## config.mk

```make
export PLATFORM = sky130hd
export DESIGN_NAME = fetch_flat
export DESIGN_NICKNAME = d
export VERILOG_FILES = /design/src/rtl/fetch_if.sv /design/src/rtl/fetch.sv /design/src/flat_wrapper.sv
export SDC_FILE = /design/constraint.sdc
export NUM_CORES = 1
export LEC_CHECK = 0
export ABC_CLOCK_PERIOD_IN_PS = 3200
export BUFFER_PORTS_ARGS = -buffer_cell sky130_fd_sc_hd__buf_2
export CAP_MARGIN = 30
export CELL_PAD_IN_SITES_DETAIL_PLACEMENT = 1
export CELL_PAD_IN_SITES_GLOBAL_PLACEMENT = 1
export CORE_MARGIN = 2
export CORE_UTILIZATION = 42
export CTS_CLUSTER_SIZE = 14
export DETAILED_ROUTE_END_ITERATION = 10
export PLACE_DENSITY = 0.87
export SLEW_MARGIN = 15
export SYNTH_ARGS = -nofsm -noshare
export SYNTH_HDL_FRONTEND = slang
export SYNTH_SLANG_ARGS = --single-unit
```

## constraint.sdc

```tcl
create_clock -name clk -period 3.2 [get_ports clk]
set_input_delay 0.16 -clock clk [delete_from_list [all_inputs] [get_ports clk]]
set_output_delay 0.16 -clock clk [all_outputs]
set_load 0.01 [all_outputs]
```

## src/rtl/fetch_if.sv

```systemverilog
// Bundle of the fetch stage's control, memory-read and inner-interpreter
// signals. master is the fetch stage itself; slave is the surrounding system.
interface fetch_if #(
    parameter int DSZ = 8,
    parameter int ASZ = 17
);
    logic           go;
    logic [ASZ-1:0] cfa;
    logic           mem_rd;
    logic [ASZ-1:0] mem_addr;
    logic [DSZ-1:0] mem_dat;
    logic           ex_en;
    logic [DSZ-1:0] ex_op;
    logic [ASZ-1:0] ex_pfa;
    logic           ex_bsy;
    logic           bsy;
    logic           done;
    logic           err;
    logic [ASZ-1:0] ip;
    logic [7:0]     cnt;

    modport master (
        input  go, cfa, mem_dat, ex_bsy,
        output mem_rd, mem_addr, ex_en, ex_op, ex_pfa, bsy, done, err, ip, cnt
    );

    modport slave (
        output go, cfa, mem_dat, ex_bsy,
        input  mem_rd, mem_addr, ex_en, ex_op, ex_pfa, bsy, done, err, ip, cnt
    );
endinterface

```

## src/rtl/fetch.sv

```systemverilog
// Byte-code fetch/dispatch stage: walks a threaded opcode list from cfa and
// hands each opcode to the inner interpreter until EXIT, timeout or overrun.
module fetch #(
    parameter int                unsigned DSZ     = 8,
    parameter int                unsigned ASZ     = 17,
    parameter logic [DSZ-1:0]             OP_EXIT = 8'h00,
    parameter int                unsigned TMO     = 16,
    parameter int                unsigned MAXN    = 255
) (
    input logic    clk,
    input logic    rst_n,
    fetch_if.master bus
);
    localparam int unsigned TW = $clog2(TMO + 1);

    typedef enum logic [2:0] {
        S_IDLE, S_RD, S_WT, S_DSP, S_EXW, S_NXT, S_FIN
    } state_t;

    state_t         state_q, state_d;
    logic [ASZ-1:0] ip_q, ip_d;
    logic [7:0]     cnt_q, cnt_d;
    logic [TW-1:0]  timer_q, timer_d;
    logic           ex_en_q, ex_en_d;
    logic [DSZ-1:0] ex_op_q, ex_op_d;
    logic [ASZ-1:0] ex_pfa_q, ex_pfa_d;
    logic           mem_rd_q, mem_rd_d;
    logic [ASZ-1:0] mem_addr_q, mem_addr_d;
    logic           bsy_q, bsy_d;
    logic           done_q, done_d;
    logic           err_q, err_d;

    always_ff @(posedge clk or negedge rst_n) begin
        if (!rst_n) begin
            state_q    <= S_IDLE;
            ip_q       <= '0;
            cnt_q      <= '0;
            timer_q    <= '0;
            ex_en_q    <= 1'b0;
            ex_op_q    <= '0;
            ex_pfa_q   <= '0;
            mem_rd_q   <= 1'b0;
            mem_addr_q <= '0;
            bsy_q      <= 1'b0;
            done_q     <= 1'b0;
            err_q      <= 1'b0;
        end else begin
            state_q    <= state_d;
            ip_q       <= ip_d;
            cnt_q      <= cnt_d;
            timer_q    <= timer_d;
            ex_en_q    <= ex_en_d;
            ex_op_q    <= ex_op_d;
            ex_pfa_q   <= ex_pfa_d;
            mem_rd_q   <= mem_rd_d;
            mem_addr_q <= mem_addr_d;
            bsy_q      <= bsy_d;
            done_q     <= done_d;
            err_q      <= err_d;
        end
    end

    // Outputs are registered, so the FIN-cycle values (pulse, bsy/ex_en low)
    // are loaded on the edge that enters FIN and dropped on the edge leaving it.
    always_comb begin
        state_d    = state_q;
        ip_d       = ip_q;
        cnt_d      = cnt_q;
        timer_d    = timer_q;
        ex_en_d    = ex_en_q;
        ex_op_d    = ex_op_q;
        ex_pfa_d   = ex_pfa_q;
        mem_rd_d   = 1'b0;
        mem_addr_d = mem_addr_q;
        bsy_d      = bsy_q;
        done_d     = 1'b0;
        err_d      = 1'b0;
        unique case (state_q)
            S_IDLE: begin
                if (bus.go) begin
                    ip_d       = bus.cfa;
                    cnt_d      = '0;
                    bsy_d      = 1'b1;
                    mem_rd_d   = 1'b1;
                    mem_addr_d = bus.cfa;
                    state_d    = S_RD;
                end
            end
            S_RD: state_d = S_WT;
            S_WT: begin
                if (bus.mem_dat == OP_EXIT) begin
                    bsy_d   = 1'b0;
                    done_d  = 1'b1;
                    state_d = S_FIN;
                end else if (cnt_q == 8'(MAXN)) begin
                    bsy_d   = 1'b0;
                    err_d   = 1'b1;
                    state_d = S_FIN;
                end else begin
                    ex_op_d  = bus.mem_dat;
                    ex_pfa_d = ip_q + ASZ'(1);
                    ex_en_d  = 1'b1;
                    timer_d  = '0;
                    state_d  = S_DSP;
                end
            end
            S_DSP, S_EXW: begin
                timer_d = timer_q + TW'(1);
                if (state_q == S_DSP && bus.ex_bsy) begin
                    state_d = S_EXW;
                end else if (state_q == S_EXW && !bus.ex_bsy) begin
                    ex_en_d = 1'b0;
                    cnt_d   = cnt_q + 8'd1;
                    state_d = S_NXT;
                end else if (timer_q == TW'(TMO - 1)) begin
                    ex_en_d = 1'b0;
                    bsy_d   = 1'b0;
                    err_d   = 1'b1;
                    state_d = S_FIN;
                end
            end
            S_NXT: begin
                ip_d       = ip_q + ASZ'(1);
                mem_rd_d   = 1'b1;
                mem_addr_d = ip_q + ASZ'(1);
                state_d    = S_RD;
            end
            S_FIN: state_d = S_IDLE;
            default: state_d = S_IDLE;
        endcase
    end

    assign bus.mem_rd   = mem_rd_q;
    assign bus.mem_addr = mem_addr_q;
    assign bus.ex_en    = ex_en_q;
    assign bus.ex_op    = ex_op_q;
    assign bus.ex_pfa   = ex_pfa_q;
    assign bus.bsy      = bsy_q;
    assign bus.done     = done_q;
    assign bus.err      = err_q;
    assign bus.ip       = ip_q;
    assign bus.cnt      = cnt_q;
endmodule

```

## src/flat_wrapper.sv

```systemverilog
// flat-port wrapper written by rule: the top's interface ports become plain ports
module fetch_flat 
#(
    parameter int                unsigned DSZ     = 8,
    parameter int                unsigned ASZ     = 17,
    parameter logic [DSZ-1:0]             OP_EXIT = 8'h00,
    parameter int                unsigned TMO     = 16,
    parameter int                unsigned MAXN    = 255
)
  (clk, rst_n, bus_go, bus_cfa, bus_mem_dat, bus_ex_bsy, bus_mem_rd, bus_mem_addr, bus_ex_en, bus_ex_op, bus_ex_pfa, bus_bsy, bus_done, bus_err, bus_ip, bus_cnt);
  fetch_if #(.DSZ(DSZ), .ASZ(ASZ)) bus_i ();
  input logic clk;
  input logic rst_n;
  input wire logic [$bits(bus_i.go)-1:0] bus_go;
  input wire logic [$bits(bus_i.cfa)-1:0] bus_cfa;
  input wire logic [$bits(bus_i.mem_dat)-1:0] bus_mem_dat;
  input wire logic [$bits(bus_i.ex_bsy)-1:0] bus_ex_bsy;
  output wire logic [$bits(bus_i.mem_rd)-1:0] bus_mem_rd;
  output wire logic [$bits(bus_i.mem_addr)-1:0] bus_mem_addr;
  output wire logic [$bits(bus_i.ex_en)-1:0] bus_ex_en;
  output wire logic [$bits(bus_i.ex_op)-1:0] bus_ex_op;
  output wire logic [$bits(bus_i.ex_pfa)-1:0] bus_ex_pfa;
  output wire logic [$bits(bus_i.bsy)-1:0] bus_bsy;
  output wire logic [$bits(bus_i.done)-1:0] bus_done;
  output wire logic [$bits(bus_i.err)-1:0] bus_err;
  output wire logic [$bits(bus_i.ip)-1:0] bus_ip;
  output wire logic [$bits(bus_i.cnt)-1:0] bus_cnt;
  assign bus_i.go = bus_go;
  assign bus_i.cfa = bus_cfa;
  assign bus_i.mem_dat = bus_mem_dat;
  assign bus_i.ex_bsy = bus_ex_bsy;
  assign bus_mem_rd = bus_i.mem_rd;
  assign bus_mem_addr = bus_i.mem_addr;
  assign bus_ex_en = bus_i.ex_en;
  assign bus_ex_op = bus_i.ex_op;
  assign bus_ex_pfa = bus_i.ex_pfa;
  assign bus_bsy = bus_i.bsy;
  assign bus_done = bus_i.done;
  assign bus_err = bus_i.err;
  assign bus_ip = bus_i.ip;
  assign bus_cnt = bus_i.cnt;
  fetch #(.DSZ(DSZ), .ASZ(ASZ), .OP_EXIT(OP_EXIT), .TMO(TMO), .MAXN(MAXN)) u_core (.clk(clk), .rst_n(rst_n), .bus(bus_i));
endmodule
```

==> results of run 1 <==
## power by group
group / internal (uW) / switching, uW
logic: 897 / 1140
clock network: 439 / 346
registers: 1130 / 407
total: 2460 / 1890
## sequential cells by signal, summed over array words and instances, names as in the netlist
signal,count
u_core.bus.done,1
u_core.bus.bsy,1
u_core.bus.ex_en,1
u_core.bus.ip,17
u_core.timer_q,5
u_core.bus.cnt,8
u_core.bus.ex_op,8
u_core.state_q,3
u_core.bus.err,1
u_core.bus.ex_pfa,17
u_core.bus.mem_rd,1
## path summary, 6_finish.rpt
path | depth (start not counted) | end
max | 4 | u_core.bus.ex_op[7]$_DFFE_PN0P_
min | 2 | u_core.bus.ip[12]$_DFFE_PN0P_
max reg2reg | 4 | u_core.bus.ex_op[7]$_DFFE_PN0P_
min reg2reg | 2 | u_core.bus.ex_pfa[9]$_DFFE_PN0P_
max in group asynchronous | 3 | u_core.bus.ip[8]$_DFFE_PN0P_
min in group asynchronous | 2 | u_core.state_q[2]$_DFFE_PN0P_
## routing by layer
layer	GRT usage, %	vias up	wire length, um
met5	0	-	0
met1	27.7	1481	4090
met3	4.90	16	383
met4	8.57	0	166
met2	38.2	77	4890
li1	-	1417	-
## final cells by class
type                    count  area (um^2)  share of cell area, %
clock buffers               9          124                   2.94
clock inverters             7         96.3                   2.29
inverters                   9         33.8                  0.803
multi-input cells         247         1680                   39.8
flip-flops and latches     63         1580                   37.5
well taps                 105          131                   3.12
repair buffers            109          571                   13.6
## cell usage after synthesis, types with 5 or more instances
cell / count
o21ai_0: 25
mux2_4: 8
a21oi_2: 10
nand3_1: 10
a21o_1: 5
nand2_1: 29
buf_2: 6
nor2_1: 35
xnor2_1: 12
buf_4: 18
nand2b_1: 6
dfrtp_1: 63
inv_1: 8
nor3_1: 5
clkbuf_1: 8
a21oi_1: 15
xor2_1: 9
a22oi_1: 5
## logic make-up (layout without fill, tap and decap cells)
family	Yosys count	in the layout	synth area share [%]
compound gates	96	96	19.3
xor+xnor	21	21	5.24
fa+ha+maj	4	4	1.43
buf+inv	44	134	7.28
flops	63	63	44.9
mux	12	12	4.64
simple gates	114	114	17.2
## cell usage in the layout, fill, tap and decap left out, types with 4 or more instances in the layout
master / synthesis / final
buf_2: 6 / 100
dfrtp_1: 63 / 63
nor2_1: 35 / 35
nand2_1: 29 / 29
o21ai_0: 25 / 25
a21oi_1: 15 / 15
xnor2_1: 12 / 12
nand3_1: 10 / 10
a21oi_2: 10 / 10
xor2_1: 9 / 9
clkbuf_8: 0 / 9
inv_1: 8 / 8
mux2_4: 8 / 8
buf_4: 18 / 8
nand2b_1: 6 / 6
nor3_1: 5 / 5
a21o_1: 5 / 5
a22oi_1: 5 / 5
and3_1: 4 / 4
nand4_1: 4 / 4
o22a_1: 4 / 4
a221o_1: 4 / 4
ha_1: 4 / 4
## through the flow
stage,power [uW],hold slack (ns),area (um^2)
after CTS,4390,0.0318,4210
final,4360,0.0379,4210
after global placement,3470,0.216,3980
after floorplan,2990,-0.136,3510
after global routing,4700,0.0313,4210
after detailed placement,3590,0.226,3980
## repair_timing
item                                    in CTS  in global routing
endpoints found under the setup margin       0                  0
hold buffers                                 1                  0
endpoints found under the hold margin       26                  0
## worst max-delay path: stages (launching register included)
cell	delay (ns)
dfrtp_1	0.68
nand2b_1	0.37
nor4_4	0.35
buf_4	0.41
mux2_2	0.38
==> flow_summary.yaml, run 1 <==
outcome:
  run_status: "complete, no violations"
pwr:
  leakage_uw: 0.00194
  peakVddDrop_mv: 0.446
  powerDensity_nw_per_um2: 1040
yosys:
  yosysTopAreaCellShare_pct: 44.9
  synth-edff-count: 0
  synthTopCellsByArea: "dfrtp_1, buf_4, nor2_1"
  yosysUniqueCellTypes: 57
  synth_top_cell_by_area: "dfrtp_1"
  syn-num-nets: 387
  netlist_area_um2: 3510
  synth_seq_cells: 63
  yosysSeqAreaShare_pct: 44.9
  synth_top_flop_cell: "dfrtp_1"
  async_flop_share_pct: 100
  synth_cells: 354
  ys_warn_count: 0
  avgSynthCellArea_um2: 9.91
global_routing:
  grt_max_degree: 29
  grt_pass1_vias: 3193
  grt_first_pass_wirelength_um: 15700
  antenna_found_initial: 0
  grt_usage_pct: 22.4
  overflow: 0
clock_network:
  path_clk_slew_ns: 0.08
  cts_tree: "done"
  ctsResizeCount: 0
  clock_latency_ns: 0.35
  postCtsSetupRepairBufs: 0
  clock_sinks: 63
  clockBufferDepth: 2
  cts_root_buf: "clkbuf_8"
  cts_buffers: 9
  htreeDepth: 3
critical_path:
  startpoint: "u_core.state_q[1]$_DFFE_PN0P_"
  cp-start-kind: "flop"
  critPathArrivalTime_ns: 2.55
  r2r_start: "u_core.state_q[1]$_DFFE_PN0P_"
  r2r_setup_slack_ns: 0.88
  critPathCaptureType: "flop"
  crit_type: "flop to flop"
  worstPathMaxFanout: 27
  required_ns: 3.44
timing:
  min_period_ns: 2.32
  period_share_pct: 72.4
  final-setup-viol-count: 0
  drv_slew: 0
  final-hold-violation-count: 0
  fin_skew_ns: 0.0116
  worst_slack_ns: 0.884
  fin_tns_setup_ns: 0
  grt_setup_unrepaired: "no"
  max-slew-margin-rel_pct: 57.1
  tightest_slew_ns: 0.643
  fmax_mhz: 432
cells_and_area:
  fin_nets: 472
  area_delta_synth_final_pct: 20.0
  diodes: 0
  fill_cells: 982
  fin_util_pct: 51.5
  stdcell_count: 549
  drive_gt1_share_pct: 36.3
routing:
  first_iter_violations: 103
  remaining_drc_errors: 0
  via_per_inst: 5.45
  antenna_left: 0
  wl_per_cell_um: 17.4
  wl_um: 9530
  vias: 2991
  firstDrtPassIters: 4
floorplanning:
  start_util_pct: 42.9
  dieArea_um2: 9100
  row_count: 33
  die_y_um: 95.4
  die_w_um: 95.4
  coreArea_um2: 8180
  ios: 101
run:
  drv_cap: 0
min_path:
  hp-start: "bus_cfa[12]"
  hp-class: "input pin to flop"
place:
  dp.cells: 532
  pre_cts_slack_ns: 0.913
  gp_congestion: 0.838
  port_buffers: 100
  hpwl_um: 6890
(Power assumes the default switching activity.)
==> run 2, diff against run 1 <==
--- a/config.mk
+++ b/config.mk
@@ -5,16 +5,16 @@
 export SDC_FILE = /design/constraint.sdc
 export NUM_CORES = 1
 export LEC_CHECK = 0
-export ABC_CLOCK_PERIOD_IN_PS = 3200
+export ABC_CLOCK_PERIOD_IN_PS = 2200
 export BUFFER_PORTS_ARGS = -buffer_cell sky130_fd_sc_hd__buf_2
 export CAP_MARGIN = 30
 export CELL_PAD_IN_SITES_DETAIL_PLACEMENT = 1
 export CELL_PAD_IN_SITES_GLOBAL_PLACEMENT = 1
 export CORE_MARGIN = 2
-export CORE_UTILIZATION = 42
+export CORE_UTILIZATION = 39
 export CTS_CLUSTER_SIZE = 14
 export DETAILED_ROUTE_END_ITERATION = 10
-export PLACE_DENSITY = 0.87
+export PLACE_DENSITY = 0.81
 export SLEW_MARGIN = 15
 export SYNTH_ARGS = -nofsm -noshare
 export SYNTH_HDL_FRONTEND = slang
==> constraint.sdc (replaced) <==
create_clock -name clk -period 2.2 [get_ports clk]
set_input_delay 0.11 -clock clk [delete_from_list [all_inputs] [get_ports clk]]
set_output_delay 0.11 -clock clk [all_outputs]
set_load 0.01 [all_outputs]
==> run 2 against run 1 <==
  * Register-to-register slack lost 0.58 ns
  * Clock skew increased by 0.0051 ns
  * Die area up 7.4%
  * Critical endpoint is now u_core.bus.ex_op[2]$_DFFE_PN0P_
==> flow_summary.yaml, run 2 (same netlist as run 1, synthesis figures left out) <==
floorplanning:
  dieArea_um2: 9770
  start_util_pct: 40.2
  die_w_um: 98.8
  die_y_um: 98.8
  coreArea_um2: 8720
  row_count: 34
  ios: 101
critical_path:
  cp-start-kind: "input pin"
  crit_type: "input pin to flop"
  endpoint: "u_core.bus.ex_op[2]$_DFFE_PN0P_"
  r2r_setup_slack_ns: 0.30
  critPathCaptureType: "flop"
  startpoint: "bus_mem_dat[7]"
  required_ns: 2.42
  worstPathMaxFanout: 41
  r2r_end: "u_core.bus.bsy$_DFFE_PN0P_"
  r2r_cells: 6
  r2r_start: "u_core.timer_q[0]$_DFFE_PN0P_"
  critPathArrivalTime_ns: 2.13
clock_network:
  cts_tree: "done"
  cts_root_buf: "clkbuf_8"
  postCtsSetupRepairBufs: 0
  clockBufferDepth: 2
  clock_sinks: 63
  clock_latency_ns: 0.35
  path_clk_slew_ns: 0.08
  htreeDepth: 3
  cts_buffers: 9
pwr:
  power_uw: 6620
  combinationalPowerShare_pct: 48.6
  internal-power_uw: 3830
  powerDensity_nw_per_um2: 1520
  clkPwrFrac_pct: 18.8
  p_sw_share_pct: 42.2
  switchingPower_uw: 2790
  leakage_uw: 0.00202
  pwr-share-seq_pct: 32.7
  peakVddDrop_mv: 0.635
timing:
  final-setup-viol-count: 0
  worst_slack_ns: 0.291
  final-hold-violation-count: 0
  grt_setup_unrepaired: "no"
  drv_slew: 0
  tightest_slew_ns: 0.686
  period_share_pct: 86.8
  max-slew-margin-rel_pct: 54.2
  fin_tns_setup_ns: 0
  fin_skew_ns: 0.0166
  fmax_mhz: 524
  min_period_ns: 1.91
cells_and_area:
  diodes: 0
  final_cell_mix: "buf_2, dfrtp_1, nor2_1"
  stdcell_count: 563
  layout_commonest_cell: "buf_2"
  fin_nets: 483
  drive_gt1_share_pct: 36.9
  area_delta_synth_final_pct: 24.1
run:
  drv_cap: 0
min_path:
  hp-class: "input pin to flop"
  hp-start: "bus_mem_dat[5]"
global_routing:
  grt_usage_pct: 20.6
  grt_first_pass_wirelength_um: 16100
  antenna_found_initial: 0
  grt_max_degree: 42
  grt_pass1_vias: 3167
  overflow: 0
routing:
  antenna_left: 0
  first_iter_violations: 118
  wl_um: 9850
  firstDrtPassIters: 4
  wl_per_cell_um: 17.5
  via_per_inst: 5.40
  remaining_drc_errors: 0
  vias: 3043
place:
  gp_congestion: 0.852
  pre_cts_slack_ns: 0.308
  dp.cells: 542
  hpwl_um: 7100
  port_buffers: 100
outcome:
  run_status: "complete, no violations"
[run 2: changes by cell type in the layout (fill, tap and decap cells not counted)]
cell / change
buf_4: +5
dlygate4sd3_1: +4
clkinv_4: +3
clkinvlp_4: -3
buf_12: +2
bufinv_16: +1
inv_6: -1
[run 2: what timing repair did]
item / CTS / global route
hold endpoints to repair: 31 / 0
hold buffers: 5 / 0
resized for setup: 0 / 0
[run 2: cell type report]
class,count,area (um^2)
tap,108,135
timing repair buffer,120,688
clock inverter,7,121
clock buffer,9,124
multi-input combinational,247,1680
fill,1016,4370
sequential,63,1580
inverter,9,33.8
[run 2: worst min-delay path by stage]
stage	endpoint	slack [ns]	cells after the start
global route	u_core.bus.ex_op[5]$_DFFE_PN0P_	0.004	2
CTS	u_core.bus.ip[16]$_DFFE_PN0P_	0.0009	3
global placement	u_core.bus.ex_pfa[10]$_DFFE_PN0P_	0.18	1
floorplan	u_core.bus.bsy$_DFFE_PN0P_	-0.19	0
detailed placement	u_core.bus.ex_pfa[10]$_DFFE_PN0P_	0.19	1
finish	u_core.bus.ex_op[5]$_DFFE_PN0P_	0.01	2
[run 2: worst max-delay path, stage by stage]
cell and delay [ns]:
dlygate4sd3_1 0.53, buf_2 0.12, or4_1 0.56, nor2_4 0.23, nor4_4 0.07, buf_12 0.20
mux2_4 0.31
[run 2: power groups by stage]
stage                     registers, uW  clock network, uW  logic (uW)
after floorplan                    2270                  0        2080
after global placement             2140                  0        3090
after detailed placement           2170                  0        3210
after CTS                          2150               1270        3250
after global routing               2240               1320        3520
final                              2160               1240        3210
[run 2: per-stage QoR]
| step | hold slack (ns) | area (um^2) | util [%] |
|---|---|---|---|
| finish | 0.0113 | 4360 | 49.9 |
| global route | 0.00382 | 4360 | 49.9 |
| CTS | 0.000922 | 4360 | 49.9 |
| detailed placement | 0.191 | 4060 | 46.6 |
| global placement | 0.184 | 4060 | 46.6 |
| floorplan | -0.186 | 3510 | - |
[run 2: routing by layer]
| metal | vias to the layer above | track usage, % | share of wire, % |
|---|---|---|---|
| met1 | 1517 | 26.0 | 45 |
| met2 | 79 | 35.0 | 49 |
| li1 | 1435 | - | - |
| met4 | 0 | 6.95 | 1.3 |
| met3 | 12 | 4.33 | 4.7 |
| met5 | - | 0 | 0 |
==> run 3, diff against run 2 <==
--- a/config.mk
+++ b/config.mk
@@ -5,16 +5,17 @@
 export SDC_FILE = /design/constraint.sdc
 export NUM_CORES = 1
 export LEC_CHECK = 0
+export ABC_AREA = 1
 export ABC_CLOCK_PERIOD_IN_PS = 2200
 export BUFFER_PORTS_ARGS = -buffer_cell sky130_fd_sc_hd__buf_2
 export CAP_MARGIN = 30
 export CELL_PAD_IN_SITES_DETAIL_PLACEMENT = 1
 export CELL_PAD_IN_SITES_GLOBAL_PLACEMENT = 1
 export CORE_MARGIN = 2
-export CORE_UTILIZATION = 39
+export CORE_UTILIZATION = 37
 export CTS_CLUSTER_SIZE = 14
 export DETAILED_ROUTE_END_ITERATION = 10
-export PLACE_DENSITY = 0.81
+export PLACE_DENSITY = 0.82
 export SLEW_MARGIN = 15
 export SYNTH_ARGS = -nofsm -noshare
 export SYNTH_HDL_FRONTEND = slang
==> run 3 against run 2 <==
  * Clock power is 11% higher
  * Sequential cell count stayed put
  * Clock-buffer cell count unchanged
  * Clock skew shrank 0.012 ns
  * Synthesized area decreased by 0.18%
  * Utilization fell by 3.2 points
  * Worst setup slack got worse by 0.057 ns
  * First-iteration DRC count fell by 7.6%
  * Largest cell class is now flip-flops and latches
  * Largest power group unchanged
==> flow_summary.yaml, run 3 <==
routing:
  first_iter_violations: 109
  wl_um: 10700
  wl_per_cell_um: 15.8
  remaining_drc_errors: 0
  vias: 3415
  firstDrtPassIters: 4
  via_per_inst: 5.01
  antenna_left: 0
critical_path:
  worstPathMaxFanout: 21
  crit_type: "flop to flop"
  critPathCaptureType: "flop"
  critPathMostFrequentCell: "nand2_1"
  cp_top_family: "simple AND/OR/NAND/NOR gates"
  crit_path_top_delay_cell: "dfrtp_1"
  required_ns: 2.43
  r2r_setup_slack_ns: 0.23
  critPathArrivalTime_ns: 2.20
  cp_num_buf_inv: 2
  cp-start-kind: "flop"
  max_stage_delay_ns: 0.49
  path_cells: "inv_1 > nor2_2 > nand2_1 > nand2_2 > inv_2 > nand2_1 > o21ai_1"
cells_and_area:
  final_cell_mix: "nand2_1, buf_2, dfrtp_1"
  drive_gt1_share_pct: 24.0
  stdcell_count: 681
  diodes: 0
  layout_commonest_cell: "nand2_1"
  area_delta_synth_final_pct: 22.9
  fin_nets: 598
global_routing:
  antenna_found_initial: 0
  grt_pass1_vias: 3591
  overflow: 0
  grt_usage_pct: 22.1
  grt_max_degree: 37
  grt_first_pass_wirelength_um: 17600
yosys:
  netlist_area_um2: 3500
  yosysUniqueCellTypes: 28
  async_flop_share_pct: 100
  synth_seq_cells: 63
  synth-edff-count: 0
  ys_warn_count: 0
  syn-num-nets: 506
  synth_most_common_cell: "nand2_1"
  synth_top_cell_by_area: "dfrtp_1"
  yosysSeqAreaShare_pct: 45.0
  avgSynthCellArea_um2: 7.40
  synth_top_flop_cell: "dfrtp_1"
  synthTopCellsByArea: "dfrtp_1, nand2_1, buf_4"
  ys_top_cells_by_count: "nand2_1, dfrtp_1, nor2_1"
  synth_cells: 473
  yosysTopAreaCellShare_pct: 45.0
pwr:
  power_uw: 6350
  internal-power_uw: 3500
  powerDensity_nw_per_um2: 1480
  pwr-share-seq_pct: 34.2
  clkPwrFrac_pct: 21.7
  p_sw_share_pct: 44.9
  leakage_uw: 0.00237
  peakVddDrop_mv: 0.548
  combinationalPowerShare_pct: 44.1
  switchingPower_uw: 2850
timing:
  final-hold-violation-count: 0
  grt_setup_unrepaired: "no"
  fin_tns_setup_ns: 0
  fmax_mhz: 509
  max-slew-margin-rel_pct: 53.5
  drv_slew: 0
  final-setup-viol-count: 0
  min_period_ns: 1.97
  period_share_pct: 89.4
  fin_skew_ns: 0.00458
  tightest_slew_ns: 0.698
place:
  gp_congestion: 0.849
  dp.cells: 658
  hpwl_um: 7940
  port_buffers: 100
floorplanning:
  coreArea_um2: 9200
  dieArea_um2: 10300
  row_count: 35
  ios: 101
  start_util_pct: 38.1
  die_w_um: 101
  die_y_um: 101
run:
  drv_cap: 0
clock_network:
  path_clk_slew_ns: 0.08
  htreeDepth: 3
  postCtsSetupRepairBufs: 0
  cts_buffers: 9
  clock_sinks: 63
  cts_root_buf: "clkbuf_8"
  clockBufferDepth: 2
  clock_latency_ns: 0.35
  cts_tree: "done"
min_path:
  hp-class: "input pin to flop"
outcome:
  run_status: "complete, no violations"
## run 3: changes by cell type after synthesis, moves of 8 or more
cell,previous run,this run
a21oi_1,15,5
clkbuf_1,8,0
a21oi_2,10,0
nand2_1,29,193
nand3_1,10,32
mux2_4,8,0
inv_1,8,33
## run 3: worst reg2reg max path, cell delays in order (launching register included)
cell and delay (ns):
dfrtp_1 0.49, inv_1 0.10, nor2_2 0.15, nand2_1 0.30, nand2_2 0.46, inv_2 0.20
nand2_1 0.10, o21ai_1 0.06
## run 3: routing by layer
metal | part of all wire [%] | track usage [%] | vias up
li1 | - | - | 1655
met1 | 45 | 27.5 | 1654
met2 | 49 | 38.7 | 92
met3 | 4.6 | 3.66 | 14
met4 | 1.5 | 7.69 | 0
met5 | 0 | 0 | -
## run 3: power by group through the flow
| stage | Clock (uW) | Sequential (uW) | Combinational (uW) |
|---|---|---|---|
| finish | 1380 | 2170 | 2800 |
| CTS | 1400 | 2170 | 2850 |
| detailed placement | 0 | 2180 | 2810 |
| global placement | 0 | 2160 | 2700 |
| global route | 1450 | 2240 | 3190 |
| floorplan | 0 | 2210 | 1880 |
## run 3: area by class of cell
| cell class | instances | area, um^2 |
|---|---|---|
| multi-input combinational | 341 | 1560 |
| sequential | 63 | 1580 |
| tap | 111 | 139 |
| inverter | 40 | 150 |
| clock buffer | 9 | 124 |
| timing repair buffer | 110 | 606 |
| clock inverter | 7 | 145 |
| fill | 1189 | 4890 |
## run 3: final timing paths
check / start / endpoint / cells after the start
max in group asynchronous: rst_n / u_core.bus.ex_op[5]$_DFFE_PN0P_ / 3
setup reg to reg: u_core.state_q[0]$_DFFE_PN0P_ / u_core.bus.ip[2]$_DFFE_PN0P_ / 7
min in group asynchronous: rst_n / u_core.bus.cnt[5]$_DFFE_PN0P_ / 2
hold / removal: bus_mem_dat[2] / u_core.bus.ex_op[2]$_DFFE_PN0P_ / 3
hold reg to reg: u_core.bus.ex_pfa[15]$_DFFE_PN0P_ / u_core.bus.ex_pfa[15]$_DFFE_PN0P_ / 2
setup / recovery: u_core.state_q[0]$_DFFE_PN0P_ / u_core.bus.ip[2]$_DFFE_PN0P_ / 7
## run 3: timing repair
item                                   4_1_cts  5_1_grt
endpoints found under the hold margin       33        0
resized for setup                            0        0
hold buffers                                 7        0
## run 3: cell families (layout without fill, tap and decap cells)
family,after synthesis,in the layout,share of synthesized area [%]
adder cells (fa/ha/maj),4,4,1.43
AO/OA/AOI/OAI,47,47,7.65
AND/OR/NAND/NOR,279,279,32.8
buffers and inverters,69,166,10.4
flip-flops,63,63,45.0
XOR/XNOR,11,11,2.75
## run 3: through the flow
step	area, um^2	setup slack [ns]	util (%)	hold slack (ns)
floorplan	3500	0.654	-	-0.186
global placement	3960	0.362	43.1	0.186
detailed placement	3960	0.273	43.1	0.204
CTS	4300	0.243	46.8	0.000577
global route	4300	0.0533	46.8	0.0149
finish	4300	0.233	46.8	0.0176
